[config.mk]
export PLATFORM = sky130hd
export DESIGN_NAME = spi_ram_ctrl_flat
export DESIGN_NICKNAME = d
export VERILOG_FILES = /design/src/rtl/spi_ram_ctrl_if.sv /design/src/rtl/spi_ram_ctrl.sv /design/src/flat_wrapper.sv
export SDC_FILE = /design/constraint.sdc
export NUM_CORES = 1
export LEC_CHECK = 0
export ABC_AREA = 1
export BUFFER_PORTS_ARGS = -buffer_cell sky130_fd_sc_hd__buf_2
export CORE_ASPECT_RATIO = 1.2
export CORE_MARGIN = 8
export CORE_UTILIZATION = 48
export CTS_CLUSTER_DIAMETER = 100
export DETAILED_ROUTE_END_ITERATION = 8
export PLACE_DENSITY = 0.75
export SYNTH_ARGS = -nofsm -noshare
export SYNTH_HDL_FRONTEND = slang
export SYNTH_SLANG_ARGS = --single-unit
[constraint.sdc]
create_clock -name clk -period 1.1 [get_ports clk]
set_input_delay 0.165 -clock clk [delete_from_list [all_inputs] [get_ports clk]]
set_output_delay 0.165 -clock clk [all_outputs]
set_load 0.02 [all_outputs]
[src/rtl/spi_ram_ctrl_if.sv]
// Bus bundle between the SPI/RAM command sequencer and its neighbours.
// Groups three channels plus one debug signal:
//   SPI side   : rx_data/rx_valid in, tx_data/tx_valid/spi_err out
//   local port : loc_req/loc_we/loc_addr/loc_wdata in,
//                loc_gnt/loc_rdata/loc_rvalid out
//   RAM port   : mem_en/mem_we/mem_addr/mem_wdata out, mem_rdata in
//   dbg_state  : current FSM state of the controller (0=IDLE, 1=ACCESS, 2=READ_RET)
// Modport slave is the controller's view; modport master is the
// environment's view (SPI slave, local requester and RAM together).
interface spi_ram_ctrl_if #(
  parameter int ADDR_W = 8,
  parameter int DATA_W = 8
);
  logic [9:0]        rx_data;
  logic              rx_valid;
  logic [7:0]        tx_data;
  logic              tx_valid;
  logic              spi_err;
  logic              loc_req;
  logic              loc_we;
  logic [ADDR_W-1:0] loc_addr;
  logic [DATA_W-1:0] loc_wdata;
  logic              loc_gnt;
  logic [DATA_W-1:0] loc_rdata;
  logic              loc_rvalid;
  logic              mem_en;
  logic              mem_we;
  logic [ADDR_W-1:0] mem_addr;
  logic [DATA_W-1:0] mem_wdata;
  logic [DATA_W-1:0] mem_rdata;
  logic [1:0]        dbg_state;

  modport slave (
    input  rx_data, rx_valid, loc_req, loc_we, loc_addr, loc_wdata, mem_rdata,
    output tx_data, tx_valid, spi_err, loc_gnt, loc_rdata, loc_rvalid,
           mem_en, mem_we, mem_addr, mem_wdata, dbg_state
  );

  modport master (
    output rx_data, rx_valid, loc_req, loc_we, loc_addr, loc_wdata, mem_rdata,
    input  tx_data, tx_valid, spi_err, loc_gnt, loc_rdata, loc_rvalid,
           mem_en, mem_we, mem_addr, mem_wdata, dbg_state
  );
endinterface

[src/rtl/spi_ram_ctrl.sv]
// Command sequencer and round-robin arbiter sharing one single-port RAM
// between SPI words and a local requester.
// Ports: clk, rst_n (async, active-low), bus (spi_ram_ctrl_if.slave).
//
// Handshakes:
//   rx_valid is a 1-cycle strobe qualifying rx_data ({cmd[1:0], payload[7:0]}).
//   loc_req is held with stable fields until loc_gnt, which pulses for the
//   single cycle the local op is presented to the RAM; for reads loc_rvalid
//   pulses two cycles after loc_gnt. tx_valid is a level that rises when SPI
//   read data is captured and falls on the cycle after the next rx_valid.
//   The RAM returns mem_rdata one cycle after an enabled read.
module spi_ram_ctrl #(
  parameter int ADDR_W = 8,
  parameter int DATA_W = 8
) (
  input logic           clk,
  input logic           rst_n,
  spi_ram_ctrl_if.slave bus
);
  typedef enum logic [1:0] {IDLE = 2'd0, ACCESS = 2'd1, READ_RET = 2'd2} state_e;
  typedef enum logic {OWN_LOC = 1'b0, OWN_SPI = 1'b1} owner_e;

  localparam logic [1:0] CMD_WADDR = 2'd0;
  localparam logic [1:0] CMD_WRITE = 2'd1;
  localparam logic [1:0] CMD_RADDR = 2'd2;
  localparam logic [1:0] CMD_READ  = 2'd3;

  state_e            state_q, state_d;
  owner_e            owner_q, owner_d;
  owner_e            last_owner_q, last_owner_d;
  logic              op_we_q, op_we_d;
  logic [ADDR_W-1:0] op_addr_q, op_addr_d;
  logic [DATA_W-1:0] op_wdata_q, op_wdata_d;
  logic [ADDR_W-1:0] wr_addr_q, wr_addr_d;
  logic [ADDR_W-1:0] rd_addr_q, rd_addr_d;
  logic              rd_addr_ok_q, rd_addr_ok_d;
  logic              spi_pend_q, spi_pend_d;
  logic              spi_we_q, spi_we_d;
  logic [ADDR_W-1:0] spi_addr_q, spi_addr_d;
  logic [DATA_W-1:0] spi_wdata_q, spi_wdata_d;
  logic [7:0]        tx_data_q, tx_data_d;
  logic              tx_valid_q, tx_valid_d;
  logic              spi_err_q, spi_err_d;
  logic [DATA_W-1:0] loc_rdata_q, loc_rdata_d;
  logic              loc_rvalid_q, loc_rvalid_d;

  logic [1:0] cmd;
  logic [7:0] payload;
  logic       slot_freeing;
  logic       pend_busy;
  logic       pick_spi;

  assign cmd     = bus.rx_data[9:8];
  assign payload = bus.rx_data[7:0];

  always_ff @(posedge clk or negedge rst_n) begin
    if (!rst_n) begin
      state_q      <= IDLE;
      owner_q      <= OWN_LOC;
      last_owner_q <= OWN_LOC;
      op_we_q      <= 1'b0;
      op_addr_q    <= '0;
      op_wdata_q   <= '0;
      wr_addr_q    <= '0;
      rd_addr_q    <= '0;
      rd_addr_ok_q <= 1'b0;
      spi_pend_q   <= 1'b0;
      spi_we_q     <= 1'b0;
      spi_addr_q   <= '0;
      spi_wdata_q  <= '0;
      tx_data_q    <= '0;
      tx_valid_q   <= 1'b0;
      spi_err_q    <= 1'b0;
      loc_rdata_q  <= '0;
      loc_rvalid_q <= 1'b0;
    end else begin
      state_q      <= state_d;
      owner_q      <= owner_d;
      last_owner_q <= last_owner_d;
      op_we_q      <= op_we_d;
      op_addr_q    <= op_addr_d;
      op_wdata_q   <= op_wdata_d;
      wr_addr_q    <= wr_addr_d;
      rd_addr_q    <= rd_addr_d;
      rd_addr_ok_q <= rd_addr_ok_d;
      spi_pend_q   <= spi_pend_d;
      spi_we_q     <= spi_we_d;
      spi_addr_q   <= spi_addr_d;
      spi_wdata_q  <= spi_wdata_d;
      tx_data_q    <= tx_data_d;
      tx_valid_q   <= tx_valid_d;
      spi_err_q    <= spi_err_d;
      loc_rdata_q  <= loc_rdata_d;
      loc_rvalid_q <= loc_rvalid_d;
    end
  end

  always_comb begin
    state_d      = state_q;
    owner_d      = owner_q;
    last_owner_d = last_owner_q;
    op_we_d      = op_we_q;
    op_addr_d    = op_addr_q;
    op_wdata_d   = op_wdata_q;
    wr_addr_d    = wr_addr_q;
    rd_addr_d    = rd_addr_q;
    rd_addr_ok_d = rd_addr_ok_q;
    spi_pend_d   = spi_pend_q;
    spi_we_d     = spi_we_q;
    spi_addr_d   = spi_addr_q;
    spi_wdata_d  = spi_wdata_q;
    tx_data_d    = tx_data_q;
    tx_valid_d   = tx_valid_q;
    spi_err_d    = 1'b0;
    loc_rdata_d  = loc_rdata_q;
    loc_rvalid_d = 1'b0;
    pick_spi     = 1'b0;
    bus.mem_en    = 1'b0;
    bus.mem_we    = 1'b0;
    bus.mem_addr  = '0;
    bus.mem_wdata = '0;
    bus.loc_gnt   = 1'b0;

    // The pending slot empties at the end of an SPI-owned ACCESS, so a word
    // arriving in that cycle may refill it without being rejected.
    slot_freeing = (state_q == ACCESS) && (owner_q == OWN_SPI);
    pend_busy    = spi_pend_q && !slot_freeing;

    // Cleared first so a same-cycle SPI read capture below takes precedence.
    if (bus.rx_valid) tx_valid_d = 1'b0;

    case (state_q)
      IDLE: begin
        if (spi_pend_q || bus.loc_req) begin
          pick_spi     = spi_pend_q && (!bus.loc_req || (last_owner_q == OWN_LOC));
          owner_d      = pick_spi ? OWN_SPI : OWN_LOC;
          last_owner_d = owner_d;
          op_we_d      = pick_spi ? spi_we_q    : bus.loc_we;
          op_addr_d    = pick_spi ? spi_addr_q  : bus.loc_addr;
          op_wdata_d   = pick_spi ? spi_wdata_q : bus.loc_wdata;
          state_d      = ACCESS;
        end
      end
      ACCESS: begin
        bus.mem_en    = 1'b1;
        bus.mem_we    = op_we_q;
        bus.mem_addr  = op_addr_q;
        bus.mem_wdata = op_wdata_q;
        bus.loc_gnt   = (owner_q == OWN_LOC);
        if (owner_q == OWN_SPI) spi_pend_d = 1'b0;
        state_d = op_we_q ? IDLE : READ_RET;
      end
      READ_RET: begin
        if (owner_q == OWN_SPI) begin
          tx_data_d  = 8'(bus.mem_rdata);
          tx_valid_d = 1'b1;
        end else begin
          loc_rdata_d  = bus.mem_rdata;
          loc_rvalid_d = 1'b1;
        end
        state_d = IDLE;
      end
      default: state_d = IDLE;
    endcase

    // SPI decode comes after the FSM so a refill of the slot wins over the
    // ACCESS-cycle clear.
    if (bus.rx_valid) begin
      case (cmd)
        CMD_WADDR: wr_addr_d = ADDR_W'(payload);
        CMD_RADDR: begin
          rd_addr_d    = ADDR_W'(payload);
          rd_addr_ok_d = 1'b1;
        end
        CMD_WRITE: begin
          if (pend_busy) begin
            spi_err_d = 1'b1;
          end else begin
            spi_pend_d  = 1'b1;
            spi_we_d    = 1'b1;
            spi_addr_d  = wr_addr_q;
            spi_wdata_d = DATA_W'(payload);
          end
        end
        default: begin
          // Read needs a fresh cmd-10 address and a free slot; the address
          // stays armed if the read is dropped for a busy slot.
          if (!rd_addr_ok_q || pend_busy) begin
            spi_err_d = 1'b1;
          end else begin
            spi_pend_d   = 1'b1;
            spi_we_d     = 1'b0;
            spi_addr_d   = rd_addr_q;
            rd_addr_ok_d = 1'b0;
          end
        end
      endcase
    end
  end

  assign bus.tx_data    = tx_data_q;
  assign bus.tx_valid   = tx_valid_q;
  assign bus.spi_err    = spi_err_q;
  assign bus.loc_rdata  = loc_rdata_q;
  assign bus.loc_rvalid = loc_rvalid_q;
  assign bus.dbg_state  = state_q;
endmodule

[src/flat_wrapper.sv]
// flat-port wrapper written by rule: the top's interface ports become plain ports
module spi_ram_ctrl_flat 
#(
  parameter int ADDR_W = 8,
  parameter int DATA_W = 8
)
  (clk, rst_n, bus_rx_data, bus_rx_valid, bus_loc_req, bus_loc_we, bus_loc_addr, bus_loc_wdata, bus_mem_rdata, bus_tx_data, bus_tx_valid, bus_spi_err, bus_loc_gnt, bus_loc_rdata, bus_loc_rvalid, bus_mem_en, bus_mem_we, bus_mem_addr, bus_mem_wdata, bus_dbg_state);
  spi_ram_ctrl_if #(.ADDR_W(ADDR_W), .DATA_W(DATA_W)) bus_i ();
  input logic clk;
  input logic rst_n;
  input wire logic [$bits(bus_i.rx_data)-1:0] bus_rx_data;
  input wire logic [$bits(bus_i.rx_valid)-1:0] bus_rx_valid;
  input wire logic [$bits(bus_i.loc_req)-1:0] bus_loc_req;
  input wire logic [$bits(bus_i.loc_we)-1:0] bus_loc_we;
  input wire logic [$bits(bus_i.loc_addr)-1:0] bus_loc_addr;
  input wire logic [$bits(bus_i.loc_wdata)-1:0] bus_loc_wdata;
  input wire logic [$bits(bus_i.mem_rdata)-1:0] bus_mem_rdata;
  output wire logic [$bits(bus_i.tx_data)-1:0] bus_tx_data;
  output wire logic [$bits(bus_i.tx_valid)-1:0] bus_tx_valid;
  output wire logic [$bits(bus_i.spi_err)-1:0] bus_spi_err;
  output wire logic [$bits(bus_i.loc_gnt)-1:0] bus_loc_gnt;
  output wire logic [$bits(bus_i.loc_rdata)-1:0] bus_loc_rdata;
  output wire logic [$bits(bus_i.loc_rvalid)-1:0] bus_loc_rvalid;
  output wire logic [$bits(bus_i.mem_en)-1:0] bus_mem_en;
  output wire logic [$bits(bus_i.mem_we)-1:0] bus_mem_we;
  output wire logic [$bits(bus_i.mem_addr)-1:0] bus_mem_addr;
  output wire logic [$bits(bus_i.mem_wdata)-1:0] bus_mem_wdata;
  output wire logic [$bits(bus_i.dbg_state)-1:0] bus_dbg_state;
  assign bus_i.rx_data = bus_rx_data;
  assign bus_i.rx_valid = bus_rx_valid;
  assign bus_i.loc_req = bus_loc_req;
  assign bus_i.loc_we = bus_loc_we;
  assign bus_i.loc_addr = bus_loc_addr;
  assign bus_i.loc_wdata = bus_loc_wdata;
  assign bus_i.mem_rdata = bus_mem_rdata;
  assign bus_tx_data = bus_i.tx_data;
  assign bus_tx_valid = bus_i.tx_valid;
  assign bus_spi_err = bus_i.spi_err;
  assign bus_loc_gnt = bus_i.loc_gnt;
  assign bus_loc_rdata = bus_i.loc_rdata;
  assign bus_loc_rvalid = bus_i.loc_rvalid;
  assign bus_mem_en = bus_i.mem_en;
  assign bus_mem_we = bus_i.mem_we;
  assign bus_mem_addr = bus_i.mem_addr;
  assign bus_mem_wdata = bus_i.mem_wdata;
  assign bus_dbg_state = bus_i.dbg_state;
  spi_ram_ctrl #(.ADDR_W(ADDR_W), .DATA_W(DATA_W)) u_core (.clk(clk), .rst_n(rst_n), .bus(bus_i));
endmodule
# ---- After elaboration in Yosys (flattened, before gate mapping)
# Index checks and enable logic that the tools add are counted.
dict set report word_totals {
  ff_bits 74
  input_bits 39
}
dict set report classes {
  n_eq_ne 8
  muxes 34
  n_bitwise 4
  reduce_logical 21
}
# cell count
set op_table {}
lappend op_table {{two-way mux 8 bit} 6}
lappend op_table {{two-way mux 1 bit} 20}
lappend op_table {{case mux 8 bit (2 select lines)} 1}
lappend op_table {{AND reduction 2 bit} 5}
lappend op_table {{case mux 1 bit (2 select lines)} 4}
lappend op_table {{inequality test 2 bit (second input constant)} 3}
lappend op_table {{AND reduction 3 bit} 2}
lappend op_table {{== test 2 x 1 -> 1 bit (second input constant)} 2}
lappend op_table {{== test 2 bit (second input constant)} 2}
lappend op_table {{zero test 2 bit} 2}
lappend op_table {{two-way mux 2 bit} 2}
lappend op_table {{inverter 1 bit} 4}
lappend op_table {{case mux 2 bit (2 select lines)} 1}
lappend op_table {{AND reduction 4 bit} 1}
lappend op_table {{OR reduction 2 bit} 2}
lappend op_table {{logical AND 1 bit} 3}
lappend op_table {{zero test 1 bit} 3}
lappend op_table {{logical OR 1 bit} 3}
lappend op_table {{inequality test 2 x 1 -> 1 bit (second input constant)} 1}

# ---- Longest topological paths before layout
dict set report logic_depth {
  word_depth 8
  mapped_depth 7
  depth_no_buf 6
}

# ---- Worst setup path after synthesis
# No wires, ideal clock.
dict set report synth_timing {
  path_kind {reg2out}
  from {register u_core.state_q[0], in the netlist u_core.bus.dbg_state[0]}
  to {output bus_mem_addr[0]}
  t_arrival_ns 1.510
  required_ns 0.935
  slack_ns -0.575
  path_stages_with_launch 6
  n_path_buf 1
  path_cell_list {dfrtp_1 -> inv_2 -> nor2_1 -> inv_2 -> buf_2 -> nor2_1}
}
dict set report synth_between {
  elab_chain_len 2
}
# element line_no
set synth_lines {}
lappend synth_lines {{from (decl)} spi_ram_ctrl.sv:28} ;# state_e state_q, state_d;
lappend synth_lines {{from (signal assigned)} spi_ram_ctrl.sv:77} ;# state_q <= state_d;
lappend synth_lines {{== test 2 x 1 -> 1 bit} spi_ram_ctrl.sv:132} ;# case (state_q)
lappend synth_lines {{two-way mux 8 bit} spi_ram_ctrl.sv:132}
lappend synth_lines {{to (decl)} flat_wrapper.sv:26} ;# output wire logic [$bits(bus_i.mem_addr)-1:0] bus_mem_addr;
# No other way between the ends.

# ---- Worst setup path after layout
dict set report layout_timing {
  from {register u_core.state_q[1], in the netlist u_core.bus.dbg_state[1]}
  to {output bus_mem_wdata[2]}
}
dict set report layout_between {
  elab_chain_len 2
}
# element line_no
set layout_lines {}
lappend layout_lines {{== test 2 x 1 -> 1 bit} spi_ram_ctrl.sv:132}
lappend layout_lines {{two-way mux 8 bit} spi_ram_ctrl.sv:132}
lappend layout_lines {{to (decl)} flat_wrapper.sv:27} ;# output wire logic [$bits(bus_i.mem_wdata)-1:0] bus_mem_wdata;
# No other way between the ends.

==> parameters.txt <==
Parameter                              Value

Clock network
  Depth of the CTS H-tree    3
  Buffers from clock root to sink, at most    2
  Clock buffers created by TritonCTS    9
  Number of sinks driven by the clock tree    74
  CTS tree    yes
  Insertion delay to the later sink of the worst-skew pair    between 0.3 and 0.4 ns
  Cell chosen for the clock root    sky130_fd_sc_hd__clkbuf_8
  Clock-pin slew of the registers on the worst-case setup and hold paths    about 0.080 ns

Global routing
  Antenna violations before repair    0
  Via count of the first global-routing pass    ~3,400
  Wire length of the first global-routing pass    ~17 mm
  Largest net degree at the start of global routing    35
  Total global routing overflow    0
  Overall Global Routing Usage    21.13%

Critical path
  Critical register-to-register path startpoint    u_core.bus.dbg_state[0]
  CP Max Fanout    10
  Data arrival time of the critical path    1.35 ns
  Worst setup path class    reg2out
  Endpoint type of the worst setup path    output pin
  Origin of the worst setup path    u_core.bus.dbg_state[1]
  Required time of the critical path    0.94 ns
  Setup slack on the worst flop-to-flop path    -0.30 ns
  Element type at the critical path start    register
  Length in cells of the worst reg-to-reg path    8

Placement
  Placed instance area    4125 µm²
  Detailed placement HPWL    6.102 mm
  Port-buffer cells    78
  Weighted congestion at the end of routability-driven global placement    slightly above 0.8

Final layout
  Core occupancy in the finished layout    75.48%
  Final net count    583
  Area growth, synth to finish    55.07%
  Area of all placed cells without fillers    roughly 5400 µm²
  Number of diodes added for antenna fixing    0
  Layout cell share with drive strength beyond 1    45.72%

Timing
  RSZ-0062 raised after global routing    true
  Number of max-slew violations in the final report    0
  Share of the cycle needed by the critical path after routing    137.8%
  Setup Viol. Count Final    79
  Peak Freq    roughly 660 MHz
  Fin worst setup slack    -0.4156 ns
  Transition time at the pin with the least slew margin    0.5607 ns
  Headroom to the max-slew limit    62.54%
  Min Clock Period, post-route    roughly 1.5 ns
  Number of endpoints with negative hold slack in the final report    0
  Worst clock skew on the final layout    0.006861 ns
  Post-route worst hold slack    a little under 0.07 ns

Synth
  Cell with the most instances after synthesis    sky130_fd_sc_hd__nand2_1
  Part of the Yosys area used for sequential elements    53.55%
  Count of distinct cell types in the synthesized netlist    18
  Post-synth top area share    ~54%
  Fraction of registers with async set/reset    100.0%
  Commonest cells in the synthesized netlist    146 x sky130_fd_sc_hd__nand2_1, 74 x sky130_fd_sc_hd__dfrtp_1, 57 x sky130_fd_sc_hd__inv_1, 44 x sky130_fd_sc_hd__nand3_1, 33 x sky130_fd_sc_hd__o21ai_0
  Synthesized Nets    460
  Number of enable flip-flop cells after synthesis    0
  Post-synthesis cell type with the largest combined area    sky130_fd_sc_hd__dfrtp_1
  Synthesis warning total    0
  Post-synthesis cell count    421
  Post-Syn Area    3458 µm²
  Dominant cells by area after synthesis    sky130_fd_sc_hd__dfrtp_1 54%, sky130_fd_sc_hd__nand2_1 16%, sky130_fd_sc_hd__nand3_1 6.4%
  Yosys reg bits    74
  Syn_area_per_cell    8.215 µm²
  Post-synth top flop    sky130_fd_sc_hd__dfrtp_1

Die
  Starting utilization of the core area    48.68%
  Die Wd    approximately 93 µm
  Full die area    10,190 µm²
  Core region area    7104 µm²
  Number of top-level pins    79
  Die outline height    about 110 µm
  Cell row count    34

Route
  Wirelength, routed    11.28 mm
  TritonRoute pass-1 iters    4
  Total number of vias    about 3,300
  DR iter-0 viols    183
  Post-detailed-route wirelength per cell    17.64 µm
  Average via count per standard cell    5.169
  Final routed DRC violation total    0
  Remaining antenna violation count    0

Min path
  Number of cells on the worst hold path    3
  Hold path start    bus_rx_data[0]
  Worst min-delay path category    in2reg

Power and ir drop
  LEAKAGE    2.777 nW
  Cell area power density    3000 nW/µm²
  Maximum VDD drop    1770 µV

Outcome
  Status    finished, violations left
  Failing checks    negative setup slack

Job
  Max-cap violations    0
[routing by layer]
layer | global-route usage [%] | wire length, µm
met5 | 0 | 0
met4 | 8.997 | 345
met3 | 4.477 | 564
met2 | 38.50 | 6260
met1 | 23.11 | 4104
[timing repair]
item	CTS	global route
pin swaps	15	9
setup buffers	12	12
gates resized for setup	147	71
hold buffers	1	0
endpoints found under the setup margin	73	90
endpoints found under the hold margin	74	0
cloned	13	0
[critical path, cell delays in order (launching register included)]
cell and delay (ns):
sky130_fd_sc_hd__dfrtp_2 0.43, sky130_fd_sc_hd__nor2_4 0.15, sky130_fd_sc_hd__buf_12 0.14, sky130_fd_sc_hd__inv_16 0.05
sky130_fd_sc_hd__nor2_2 0.10, sky130_fd_sc_hd__buf_6 0.13
[per-stage QoR]
step	TNS, ns	worst slack (ns)	std cells	power (mW)
finish	-21.51	-0.4156	639	16.09
global route	-25.45	-0.4481	639	16.90
CTS	-17.96	-0.3809	633	14.70
detailed placement	-4.367	-0.1438	591	9.844
global placement	-2.292	-0.09909	591	9.639
floorplan	-5.688	-0.1716	421	8.286
[registers in the layout (all words and copies together) (netlist names)]
signal / flops
u_core.bus.tx_valid: 1
u_core.bus.dbg_state: 2
u_core.op_addr_q: 8
u_core.spi_pend_q: 1
u_core.bus.tx_data: 8
u_core.spi_wdata_q: 8
u_core.op_wdata_q: 8
u_core.rd_addr_q: 8
u_core.owner_q: 1
u_core.bus.loc_rvalid: 1
u_core.spi_addr_q: 8
u_core.op_we_q: 1
u_core.rd_addr_ok_q: 1
u_core.bus.spi_err: 1
u_core.bus.loc_rdata: 8
u_core.spi_we_q: 1
u_core.wr_addr_q: 8
[power breakdown]
group / internal (mW) / switching, mW
logic: 3.96 / 5.01
clock network: 1.32 / 1.04
registers: 3.85 / 0.905
total: 9.14 / 6.95
[placed cells by master (no fill, tap or decap), types with 2 or more instances in the layout]
master / Yosys / routed
sky130_fd_sc_hd__a21oi_4: 1 / 2
sky130_fd_sc_hd__buf_12: 0 / 5
sky130_fd_sc_hd__buf_16: 0 / 5
sky130_fd_sc_hd__buf_2: 5 / 52
sky130_fd_sc_hd__buf_4: 4 / 17
sky130_fd_sc_hd__buf_6: 5 / 40
sky130_fd_sc_hd__bufinv_16: 0 / 2
sky130_fd_sc_hd__clkbuf_8: 0 / 10
sky130_fd_sc_hd__clkinv_2: 0 / 4
sky130_fd_sc_hd__dfrtp_1: 74 / 72
sky130_fd_sc_hd__dfrtp_2: 0 / 2
sky130_fd_sc_hd__inv_1: 57 / 55
sky130_fd_sc_hd__inv_2: 4 / 2
sky130_fd_sc_hd__inv_4: 0 / 2
sky130_fd_sc_hd__inv_8: 0 / 3
sky130_fd_sc_hd__nand2_1: 146 / 100
sky130_fd_sc_hd__nand2_2: 3 / 32
sky130_fd_sc_hd__nand2_4: 4 / 19
sky130_fd_sc_hd__nand2_8: 0 / 4
sky130_fd_sc_hd__nand3_1: 44 / 28
sky130_fd_sc_hd__nand3_2: 0 / 13
sky130_fd_sc_hd__nand3_4: 1 / 4
sky130_fd_sc_hd__nand3b_1: 16 / 16
sky130_fd_sc_hd__nor2_1: 21 / 2
sky130_fd_sc_hd__nor2_2: 0 / 4
sky130_fd_sc_hd__nor2_4: 1 / 16
sky130_fd_sc_hd__o21ai_0: 33 / 16
sky130_fd_sc_hd__o21ai_1: 0 / 8
sky130_fd_sc_hd__o21ai_2: 0 / 9
[worst paths after layout]
check / endpoint
max in group asynchronous: u_core.bus.tx_data[5]
setup / recovery: bus_mem_wdata[2]
setup reg to reg: u_core.bus.loc_rdata[4]
min in group asynchronous: u_core.rd_addr_q[7]
hold reg to reg: u_core.bus.dbg_state[1]
hold / removal: u_core.spi_wdata_q[0]
[area by class of cell]
type / instances / area (µm²)
multi-input combinational: 274 / 1794
clock buffer: 10 / 137.6
timing repair buffer: 120 / 1086
timing repair inverter: 4 / 37.54
fill: 436 / 1742
sequential: 74 / 1854
clock inverter: 6 / 80.08
inverter: 61 / 260.3
tap: 90 / 112.6
[cells by family (layout without fill, tap and decap cells)]
group / after synthesis / count (layout) / share of synthesized area [%]
flops: 74 / 74 / 53.55
buf+inv: 75 / 201 / 9.841
simple gates: 237 / 239 / 31.22
compound gates: 35 / 35 / 5.391
Power figures use the tool's default switching activity.
